## src/rtl/sram_fifo_ctrl.sv

```systemverilog
// FIFO controller that keeps its entries in an external single-port-per-direction SRAM, plus
// one output staging slot. Define SRAM_FIFO_CTRL_LEVEL_EN to add the registered level port.
module sram_fifo_ctrl #(
  parameter int unsigned AWIDTH = 12,
  parameter int unsigned DWIDTH = 32,
  parameter int unsigned DEPTH  = 4096
) (
  input  logic              clk,
  input  logic              rst_n,
  input  logic              in_valid,
  output logic              in_ready,
  input  logic [DWIDTH-1:0] in_data,
  output logic              out_valid,
  input  logic              out_ready,
  output logic [DWIDTH-1:0] out_data,
  output logic [AWIDTH-1:0] sram_write_addr,
  output logic              sram_write_en,
  output logic [DWIDTH-1:0] sram_write_data,
  output logic [AWIDTH-1:0] sram_read_addr,
  output logic              sram_read_en,
  input  logic [DWIDTH-1:0] sram_read_data
`ifdef SRAM_FIFO_CTRL_LEVEL_EN
  ,
  output logic [AWIDTH:0]   level
`endif
);

  localparam logic [AWIDTH:0]   FullCnt  = (AWIDTH+1)'(DEPTH);
  localparam logic [AWIDTH-1:0] LastAddr = AWIDTH'(DEPTH - 1);

  logic [AWIDTH-1:0] wr_ptr_q, wr_ptr_d;
  logic [AWIDTH-1:0] rd_ptr_q, rd_ptr_d;
  logic [AWIDTH:0]   mem_cnt_q, mem_cnt_d;
  logic              out_valid_q, out_valid_d;
  logic              not_full, push, pop, rd_issue;

  always_comb begin
    // Flops are held by the async reset, so only the outputs need rst_n gating.
    not_full = (mem_cnt_q != FullCnt);
    push     = in_valid && not_full;
    pop      = out_valid_q && out_ready;
    rd_issue = (mem_cnt_q != '0) && (!out_valid_q || out_ready);

    wr_ptr_d = wr_ptr_q;
    if (push) begin
      wr_ptr_d = (wr_ptr_q == LastAddr) ? '0 : wr_ptr_q + 1'b1;
    end

    rd_ptr_d = rd_ptr_q;
    if (rd_issue) begin
      rd_ptr_d = (rd_ptr_q == LastAddr) ? '0 : rd_ptr_q + 1'b1;
    end

    case ({push, rd_issue})
      2'b10:   mem_cnt_d = mem_cnt_q + 1'b1;
      2'b01:   mem_cnt_d = mem_cnt_q - 1'b1;
      default: mem_cnt_d = mem_cnt_q;
    endcase

    if (rd_issue) begin
      out_valid_d = 1'b1;
    end else if (pop) begin
      out_valid_d = 1'b0;
    end else begin
      out_valid_d = out_valid_q;
    end
  end

  always_ff @(posedge clk or negedge rst_n) begin
    if (!rst_n) begin
      wr_ptr_q    <= '0;
      rd_ptr_q    <= '0;
      mem_cnt_q   <= '0;
      out_valid_q <= 1'b0;
    end else begin
      wr_ptr_q    <= wr_ptr_d;
      rd_ptr_q    <= rd_ptr_d;
      mem_cnt_q   <= mem_cnt_d;
      out_valid_q <= out_valid_d;
    end
  end

  always_comb begin
    in_ready        = rst_n && not_full;
    sram_write_en   = rst_n && push;
    sram_write_addr = wr_ptr_q;
    sram_write_data = in_data;
    sram_read_en    = rst_n && rd_issue;
    sram_read_addr  = rd_ptr_q;
    out_valid       = out_valid_q;
    out_data        = sram_read_data;
  end

`ifdef SRAM_FIFO_CTRL_LEVEL_EN
  logic [AWIDTH:0] level_q;

  // Built from next-state values so level tracks mem_cnt + out_valid with no extra lag.
  always_ff @(posedge clk or negedge rst_n) begin
    if (!rst_n) begin
      level_q <= '0;
    end else begin
      level_q <= mem_cnt_d + {{AWIDTH{1'b0}}, out_valid_d};
    end
  end

  assign level = level_q;
`endif

endmodule

```

## config.mk

```make
export PLATFORM = sky130hd
export DESIGN_NAME = sram_fifo_ctrl
export DESIGN_NICKNAME = d
export VERILOG_FILES = /design/src/rtl/sram_fifo_ctrl.sv
export SDC_FILE = /design/constraint.sdc
export NUM_CORES = 1
export LEC_CHECK = 0
export ABC_AREA = 0
export CAP_MARGIN = 20
export CORE_MARGIN = 1
export CORE_UTILIZATION = 42
export DETAILED_ROUTE_END_ITERATION = 7
export PLACE_DENSITY_LB_ADDON = 0.3
export SYNTH_ARGS = -nofsm -noshare
export SYNTH_HDL_FRONTEND = slang
export SYNTH_SLANG_ARGS = --single-unit
```

## constraint.sdc

```tcl
create_clock -name clk -period 5.95 [get_ports clk]
set_input_delay 0.595 -clock clk [delete_from_list [all_inputs] [get_ports clk]]
set_output_delay 0.595 -clock clk [all_outputs]
set_load 0.05 [all_outputs]
```

== Word-level counts from Yosys, hierarchy flattened ==
Index checks and enable logic that the tools add are counted.
Storage, ports and cells
  flip-flop bits (word level): 38
  input port bits: 68
  output and inout bits: 92
  word-level logic and storage cells: 29
Cells by class
  $add $sub $neg: 4
  equality and inequality tests: 5
  muxes and demuxes: 5
  reduce and logical (&&, ||, !) cells: 11
Operators by type and width (number)
  one-hot mux 13 bit (2 select lines): 1
  adder 12 x 1 -> 12 bit (second input constant): 2
  equality test 12 bit (second input constant): 2
  2-to-1 mux 12 bit: 2
  adder 13 x 1 -> 13 bit (second input constant): 1
  inequality test 13 bit (second input constant): 1
  nonzero test 13 bit: 1
  subtractor 13 x 1 -> 13 bit (second input constant): 1
  logical AND 1 bit: 6
  nonzero test 2 bit: 2
  equality test 2 x 1 -> 1 bit (second input constant): 1
  equality test 2 bit (second input constant): 1
  2-to-1 mux 1 bit: 2
  logical NOT 1 bit: 1
  logical OR 1 bit: 1

== Depth between registers and ports, before layout ==
Gate-level depths: netlist of run 1.
  depth in word-level cells: 5
  depth in mapped cells: 12
  depth with buffers taken out: 11

== Worst setup path after synthesis of run 1 ==
OpenSTA, ideal clock, no wires.
  kind: register -> register
  from: register mem_cnt_q[0]
  to: register mem_cnt_q[12]
  setup time: 120 ps
  arrival: 3060 ps
  required time: 5830 ps
  slack: 2771 ps
  stages on the path, launching flop included: 13
  buffers on the path: 1
  clock period less this slack: 3179 ps
  cells stage by stage: dfrtp_1 > nor4_2 > nand4_1 > and2_4 > inv_2 > buf_6 > ha_1 > ha_1 > a211oi_2 > o21bai_2 > o2111ai_2 > mux2_2 > and3_1
Between the ends
  word-level cells in the longest chain between the ends: 4
  elaborated cells on any way between the ends: 10
  those cells by class: add/sub (2); eq/ne (3); mux (1); reduce/logical (4)
Ends and longest elaborated chain
  start: declaration: line 33  | logic [AWIDTH:0] mem_cnt_q, mem_cnt_d;
  start signal: assignment: line 78  | mem_cnt_q <= mem_cnt_d;
  branches (longest 4 deep; another with subtractor 13 x 1 -> 13 bit)
Several ways; the timed one is not identified.
A chain may end at the register's enable or synchronous reset.

== Worst setup path in the final report of run 1 ==
  from: register mem_cnt_q[8]
  to: register mem_cnt_q[12]
Same word-level chain as after synthesis.

==> results of run 1 <==
-- cell families after synthesis --
| kind of cell | Yosys count |
|---|---|
| and+or+nand+nor | 91 |
| buffers and inverters | 76 |
| AOI/OAI and AO/OA | 71 |
| DFF | 38 |
| xor gates and xnor gates | 16 |
| adders and majority gates | 15 |
| muxes | 7 |
-- Yosys cell counts, types with 2 or more instances --
library cell,n
a311oi_1,2
nor3_1,5
inv_1,4
buf_2,4
nor2b_1,3
xnor2_1,10
a211oi_1,4
mux2i_1,2
nand4_1,9
nor4_2,2
and3_1,6
nand2b_1,4
nor2_1,15
or3_1,3
nand2_1,24
mux2_2,5
xor2_1,6
a31oi_1,3
nor4_1,3
a21oi_1,11
nand3_1,13
a21o_1,3
buf_4,64
o31ai_1,5
o21ai_0,24
ha_1,14
dfrtp_1,38
o2111ai_1,2
-- final cells by class --
cell class	instances	area, um^2
Fill cell	619	3570
Multi-Input combinational cell	200	1370
Sequential cell	38	951
Timing Repair Buffer	32	313
Tap cell	77	96.3
Clock buffer	6	82.6
Clock inverter	2	60.1
Inverter	6	22.5
-- state kept, by name, indices dropped and copies added, names as in the netlist --
register	cells
mem_cnt_q	13
out_valid	1
sram_read_addr	12
sram_write_addr	12
-- per-layer routing --
metal	GRT usage (%)	vias up	routed length, um
met5	0	-	0
met4	5.24	0	96
met3	5.31	17	330
met2	26.2	68	2510
met1	20.2	1020	2540
li1	-	1001	-
-- how the worst min path moves through the flow --
stage                                        from  cells after the start                        endpoint
global placement    sram_read_addr[8]$_DFFE_PN0P_                      1   sram_read_addr[8]$_DFFE_PN0P_
global route                                rst_n                      1  sram_write_addr[7]$_DFFE_PN0P_
finish                                      rst_n                      1  sram_write_addr[7]$_DFFE_PN0P_
floorplan                                   rst_n                      0        mem_cnt_q[0]$_DFFE_PN0P_
detailed placement  sram_read_addr[8]$_DFFE_PN0P_                      1   sram_read_addr[8]$_DFFE_PN0P_
CTS                                         rst_n                      1        mem_cnt_q[7]$_DFFE_PN0P_
-- worst max-delay path: cells and delay by family (launching register included) --
family,cells,cell delay (ns)
buffers and inverters,1,0.21
multiplexers,1,0.35
flip-flops,1,0.40
AO/OA/AOI/OAI,4,1.05
AND/OR/NAND/NOR,3,0.87
adder cells (fa/ha/maj),2,1.02
-- per-stage QoR --
step,area (um^2),hold slack (ns),setup slack (ns),instances
after global placement,2750,0.477,2.09,353
after CTS,2890,0.205,1.96,361
after detailed placement,2750,0.486,1.99,353
after floorplan,2860,0.299,2.77,314
final,2890,0.199,1.94,361
after global routing,2890,0.211,1.60,361
-- power by group through the flow --
stage	combinational (W)	clock, W	sequential [W]
5_1_grt	0.000655	0.000291	0.000459
2_1_floorplan	0.000450	0	0.000540
4_1_cts	0.000596	0.000280	0.000442
3_5_place_dp	0.000594	0	0.000447
6_report	0.000598	0.000275	0.000444
3_3_place_gp	0.000586	0	0.000445
==> results.md, run 1 <==
* Final Slew Violations at 0
* Synth area leader: dfrtp_1
* Routed Antenna Nets at 0
* Clock transition at path regs at 0.08 ns
* Initial antenna violation count at 0
* Synth Area in Compound Gates at approximately 17%
* First-pass GRT wire length at 9420 um
* Clock Sinks at 38
* Routed WL at approximately 5500 um
* Worst R2R End: mem_cnt_q[12]$_DFFE_PN0P_
* Mapped Cells at approximately 310
* Failing checks: DRC
* Commonest non-fill, non-tap cells in the layout: 38 x dfrtp_1, 30 x clkdlybuf4s50_1, 24 x nand2_1, 24 x o21ai_0, 15 x nor2_1
* Routability cong. at 0.863
* Die Span Y at 84.5 um
* CP max stage delay at about 0.54 ns
* Crit path launch: mem_cnt_q[8]$_DFFE_PN0P_
* Reg-to-reg critical path startpoint: mem_cnt_q[8]$_DFFE_PN0P_
* CP Capture Type: register
* Number of DRC markers in iteration 0 at 100
* Unrepaired setup endpoints after global routing: false
* Part of the power in registers at 33.7%
* CP max-delay cell: fa_1
* Worst r2r path cells at 11
* CTS tree: yes
* Relative slew slack at roughly 58%
* Status: complete, but fails checks
* Fraction of synthesized area in multiplexers at 2.67%
* Drt pass-1 iters at 8
* Routed len/inst at about 15 um
* Post-CTS setup buffer count at 0
* Synth warn at 0
* Num CTS Buffers at 5
* CTS resizes at 0
* Ant diodes at 0
* FFs w/ async S/R, synth at 100%
* Critical path fanouts, max at 16
* Top cell type's share of synthesized area at about a third
* Worst setup path end: mem_cnt_q[12]$_DFFE_PN0P_
* H-tree lvl count at 2
* I/O pin cnt at between 150 and 200
* CP Launch Type: register
* WS Path Type: reg -> reg
* Power per cell area at 455 mW/mm^2
* DRC viols at 11
* Vias per Instance at 5.83
* Leakage at around 1.2 nW
* Mean post-synth cell area at 9.10 um^2
* EDFF count, synth at 0
* Crit share post-route at between 60% and 70%
* Synth Flop Type: dfrtp_1
* DIE WIDTH at approximately 84 um
* Min Tclk post-route at about 4 ns
* Reg2reg setup slack at between 1.5 and 2 ns
* Clock buffer depth at 2
* Seq cells post-synth at 38
* Sequential share of the synthesized area at between 30% and 40%
* Largest net degree at the start of global routing at 27
* Peak supply drop at between 100 and 150 uV
* Port bufs at 31
* Power Total at around 0.0013 W
* Arr. time, crit path at 4.20 ns
* Worst-skew pair later-pin latency at around 0.29 ns
* Synth Area in XOR/XNOR at ~4.9%
* CTS Root Cell: clkbuf_8
* Syn_nets at 397
* Clock power frac at 20.9%
* Hold Crit Class: in -> async
* Area grow syn2layout at 1.27%
* DIE AREA at 0.00714 mm^2
* CP Cell Sequence: nor4_1 -> nand3_1 -> o21ai_2 -> inv_1 -> ha_1 -> fa_1 -> a211oi_2 -> o21bai_2 -> o2111ai_2 -> mux2_2 -> and3_1
* Total GRT Usage at between 10% and 20%
* Cell Area, Synth at between 0.002 and 0.003 mm^2
* Final Hold Vio Count at 0
* Layout cells sized above 1 at about a tenth
* Post-Synth Adder-Cell Area at roughly 7%
* Worst slew pin tran at 0.636 ns
* Maxcap violations at 0
* Core Footprint at 0.00646 mm^2
* Global route total overflow at 0
* Via count at 2,106
* P_int at between 0.0007 and 0.0008 W
* Largest family of logic cells by synthesized area: buffers and inverters
* Area contributors post-synth: dfrtp_1 33%, buf_4 17%, ha_1 6.1%
* Final nets at 366
* Synth cell types at 54
* Most common cell after layout, fill and taps aside: dfrtp_1
* Post-DP HPWL at roughly 4000 um
* Psw at 0.000561 W
* Synth Area in Simple Gates at between 10% and 20%
* Setup_tns at 0 ns
* Req. time, crit path at around 6 ns
* Max Clk Rate at about 250 MHz
* Initial core utilization at between 40% and 50%
* Cts hold-fix bufs at 0
* Setup violators final at 0
* Post-layout util at between 40% and 50%
* Vias in the first global route at roughly 2,000
* Sw frac at 42.6%
* Comb pwr share at around 45%
* Clock Skew at roughly 0.0069 ns
* Rows at 29
Power figures use the tool's default switching activity.
==> run 2, diff against run 1 <==
--- a/config.mk
+++ b/config.mk
@@ -8,7 +8,7 @@
 export ABC_AREA = 0
 export CAP_MARGIN = 20
 export CORE_MARGIN = 1
-export CORE_UTILIZATION = 42
+export CORE_UTILIZATION = 35
 export DETAILED_ROUTE_END_ITERATION = 7
 export PLACE_DENSITY_LB_ADDON = 0.3
 export SYNTH_ARGS = -nofsm -noshare
==> constraint.sdc (replaced) <==
create_clock -name clk -period 3.32 [get_ports clk]
set_input_delay 0.332 -clock clk [delete_from_list [all_inputs] [get_ports clk]]
set_output_delay 0.332 -clock clk [all_outputs]
set_load 0.05 [all_outputs]
==> run 2 against run 1 <==
Against the previous run:
- the run now ends clean
- highest routed layer unchanged
- total power up 86%
- combinational power up 91%
- worst setup slack worse by 1.7 ns
- largest power group unchanged
==> results.md, run 2 (synthesized netlist as in run 1, its figures left out) <==
* Final Slew Violations at 0
* Min Tclk post-route at about 3.1 ns
* Routability cong. at ~0.8
* Setup slack at placement at -0.0378 ns
* Vias in the first global route at roughly 2,200
* DIE WIDTH at 92.3 um
* I/O pin cnt at 160
* Via count at between 2,000 and 2,500
* Req. time, crit path at between 3 and 4 ns
* Met3 usage at about 3.7%
* Final setup margin at between 0.15 and 0.2 ns
* Final Hold Vio Count at 0
* CP Launch Type: register
* Drt pass-1 iters at 4
* WS Path Type: reg -> reg
* Most used routing layer: met2
* CTS Root Cell: clkbuf_8
* Largest register FFs at 13
* Die Span Y at around 92 um
* Largest net degree at the start of global routing at 26
* Biggest register: mem_cnt_q
* Relative slew slack at around three fifths
* Ant diodes at 0
* Layout cells sized above 1 at about 14%
* Leakage at 1.26 nW
* Total GRT Usage at roughly 15%
* Clock Sinks at 38
* Area grow syn2layout at 6.61%
* Clock buffer depth at 2
* CP Buf/Inv Count at 1
* Global route total overflow at 0
* Met1 usage at approximately a fifth
* Power Total at around 0.0024 W
* DRC viols at 0
* CP Capture Type: register
* Post-DP HPWL at 4370 um
* CTS tree: yes
* Vias per Instance at roughly 5.4
* Maxcap violations at 0
* Num CTS Buffers at 5
* Commonest non-fill, non-tap cells in the layout: 38 x dfrtp_1, 30 x clkdlybuf4s50_1, 24 x nand2_1, 24 x o21ai_0, 15 x nor2_1
* Crit share post-route at between 90% and 100%
* Rows at 32
* Critical path fanouts, max at 9
* CP max-delay cell: fa_1
* CP max stage delay at between 0.4 and 0.5 ns
* Routed len/inst at between 10 and 15 um
* Peak supply drop at 222 uV
* Reg2reg setup slack at approximately 0.19 ns
* Most common cell after layout, fill and taps aside: dfrtp_1
* Status: completed
* Crit path max-delay family: compound AO/OA/AOI/OAI gates
* Initial antenna violation count at 0
* Worst slew pin tran at 0.576 ns
* Finished Layout Cells at just under 400
* Met2 usage at between 20% and 30%
* Port bufs at 31
* Final nets at around 380
* H-tree lvl count at 2
* Initial core utilization at a little over a third
* DIE AREA at 0.00853 mm^2
* Number of DRC markers in iteration 0 at between 60 and 70
* Max Clk Rate at ~320 MHz
* First-pass GRT wire length at about 10,000 um
* Clock transition at path regs at ~0.09 ns
* Power per cell area at roughly 800 mW/mm^2
* Worst-skew pair later-pin latency at ~0.3 ns
* Number of fillers in the final layout at 797
* CP Cell Sequence: nor4_4 -> nand3_1 -> o21ai_2 -> inv_1 -> ha_2 -> fa_1 -> a211oi_2 -> o21bai_2 -> o2111ai_2 -> mux2_2 -> and3_1
* Clock Skew at 0.0108 ns
* Hold Crit Class: in -> async
* Routed Antenna Nets at 0
* Routed WL at just under 6000 um
* Core Footprint at 0.00781 mm^2
* Setup violators final at 0
* Arr. time, crit path at 3.32 ns
* Unrepaired setup endpoints after global routing: false
* Cells after DPL at roughly 390
==> run 2: report_power, final <==
group,total (W),internal (W),leakage [nW],switching [W]
registers,0.000816,0.000604,0.478,0.000213
clock network,0.000488,0.000301,0.0683,0.000186
logic,0.00114,0.000484,0.711,0.000660
==> run 2: worst paths after layout <==
kind,from,to,cells after the start
max,mem_cnt_q[8]$_DFFE_PN0P_,mem_cnt_q[12]$_DFFE_PN0P_,11
min,rst_n,sram_write_addr[9]$_DFFE_PN0P_,2
max reg2reg,mem_cnt_q[8]$_DFFE_PN0P_,mem_cnt_q[12]$_DFFE_PN0P_,11
min reg2reg,sram_read_addr[8]$_DFFE_PN0P_,sram_read_addr[8]$_DFFE_PN0P_,1
max in group asynchronous,rst_n,sram_read_addr[2]$_DFFE_PN0P_,3
min in group clk,sram_read_addr[8]$_DFFE_PN0P_,sram_read_addr[8]$_DFFE_PN0P_,1
==> run 2: per-layer routing <==
layer / share of wire (%) / vias up
met5: 0 / -
met4: 2.5 / 0
met3: 5.4 / 31
met2: 45 / 68
met1: 47 / 1015
li1: - / 1028
==> run 2: worst register-to-register path, stage by stage (launching register included) <==
cell and delay [ns]:
dfrtp_1 0.43, nor4_4 0.32, nand3_1 0.17, o21ai_2 0.15
inv_1 0.07, ha_2 0.26, fa_1 0.45, a211oi_2 0.26
o21bai_2 0.14, o2111ai_2 0.25, mux2_2 0.36, and3_1 0.16
==> run 2: timing repair <==
action	CTS	global route
cloned	0	0
hold endpoints to repair	13	0
setup buffers	0	0
endpoints found under the setup margin	1	6
gates resized for setup	1	5
hold buffers	1	0
==> run 2: cell type report <==
cell class	instances	area (um^2)	share of cell area, %
multi-input cells	200	1410	46.3
flip-flops and latches	38	951	31.2
repair buffers	43	398	13.1
well taps	102	128	4.19
clock buffers	5	68.8	2.26
clock inverters	3	68.8	2.26
inverters	6	22.5	0.740
==> run 2: metrics by stage <==
stage	TNS (ns)	utilization [%]	cell area (um^2)	hold WS (ns)
finish	0	39.0	3050	0.470
global route	0	39.0	3050	0.501
CTS	0	38.6	3010	0.481
detailed placement	-0.0378	36.6	2860	0.277
global placement	0	36.6	2860	0.279
floorplan	0	-	2860	0.0364
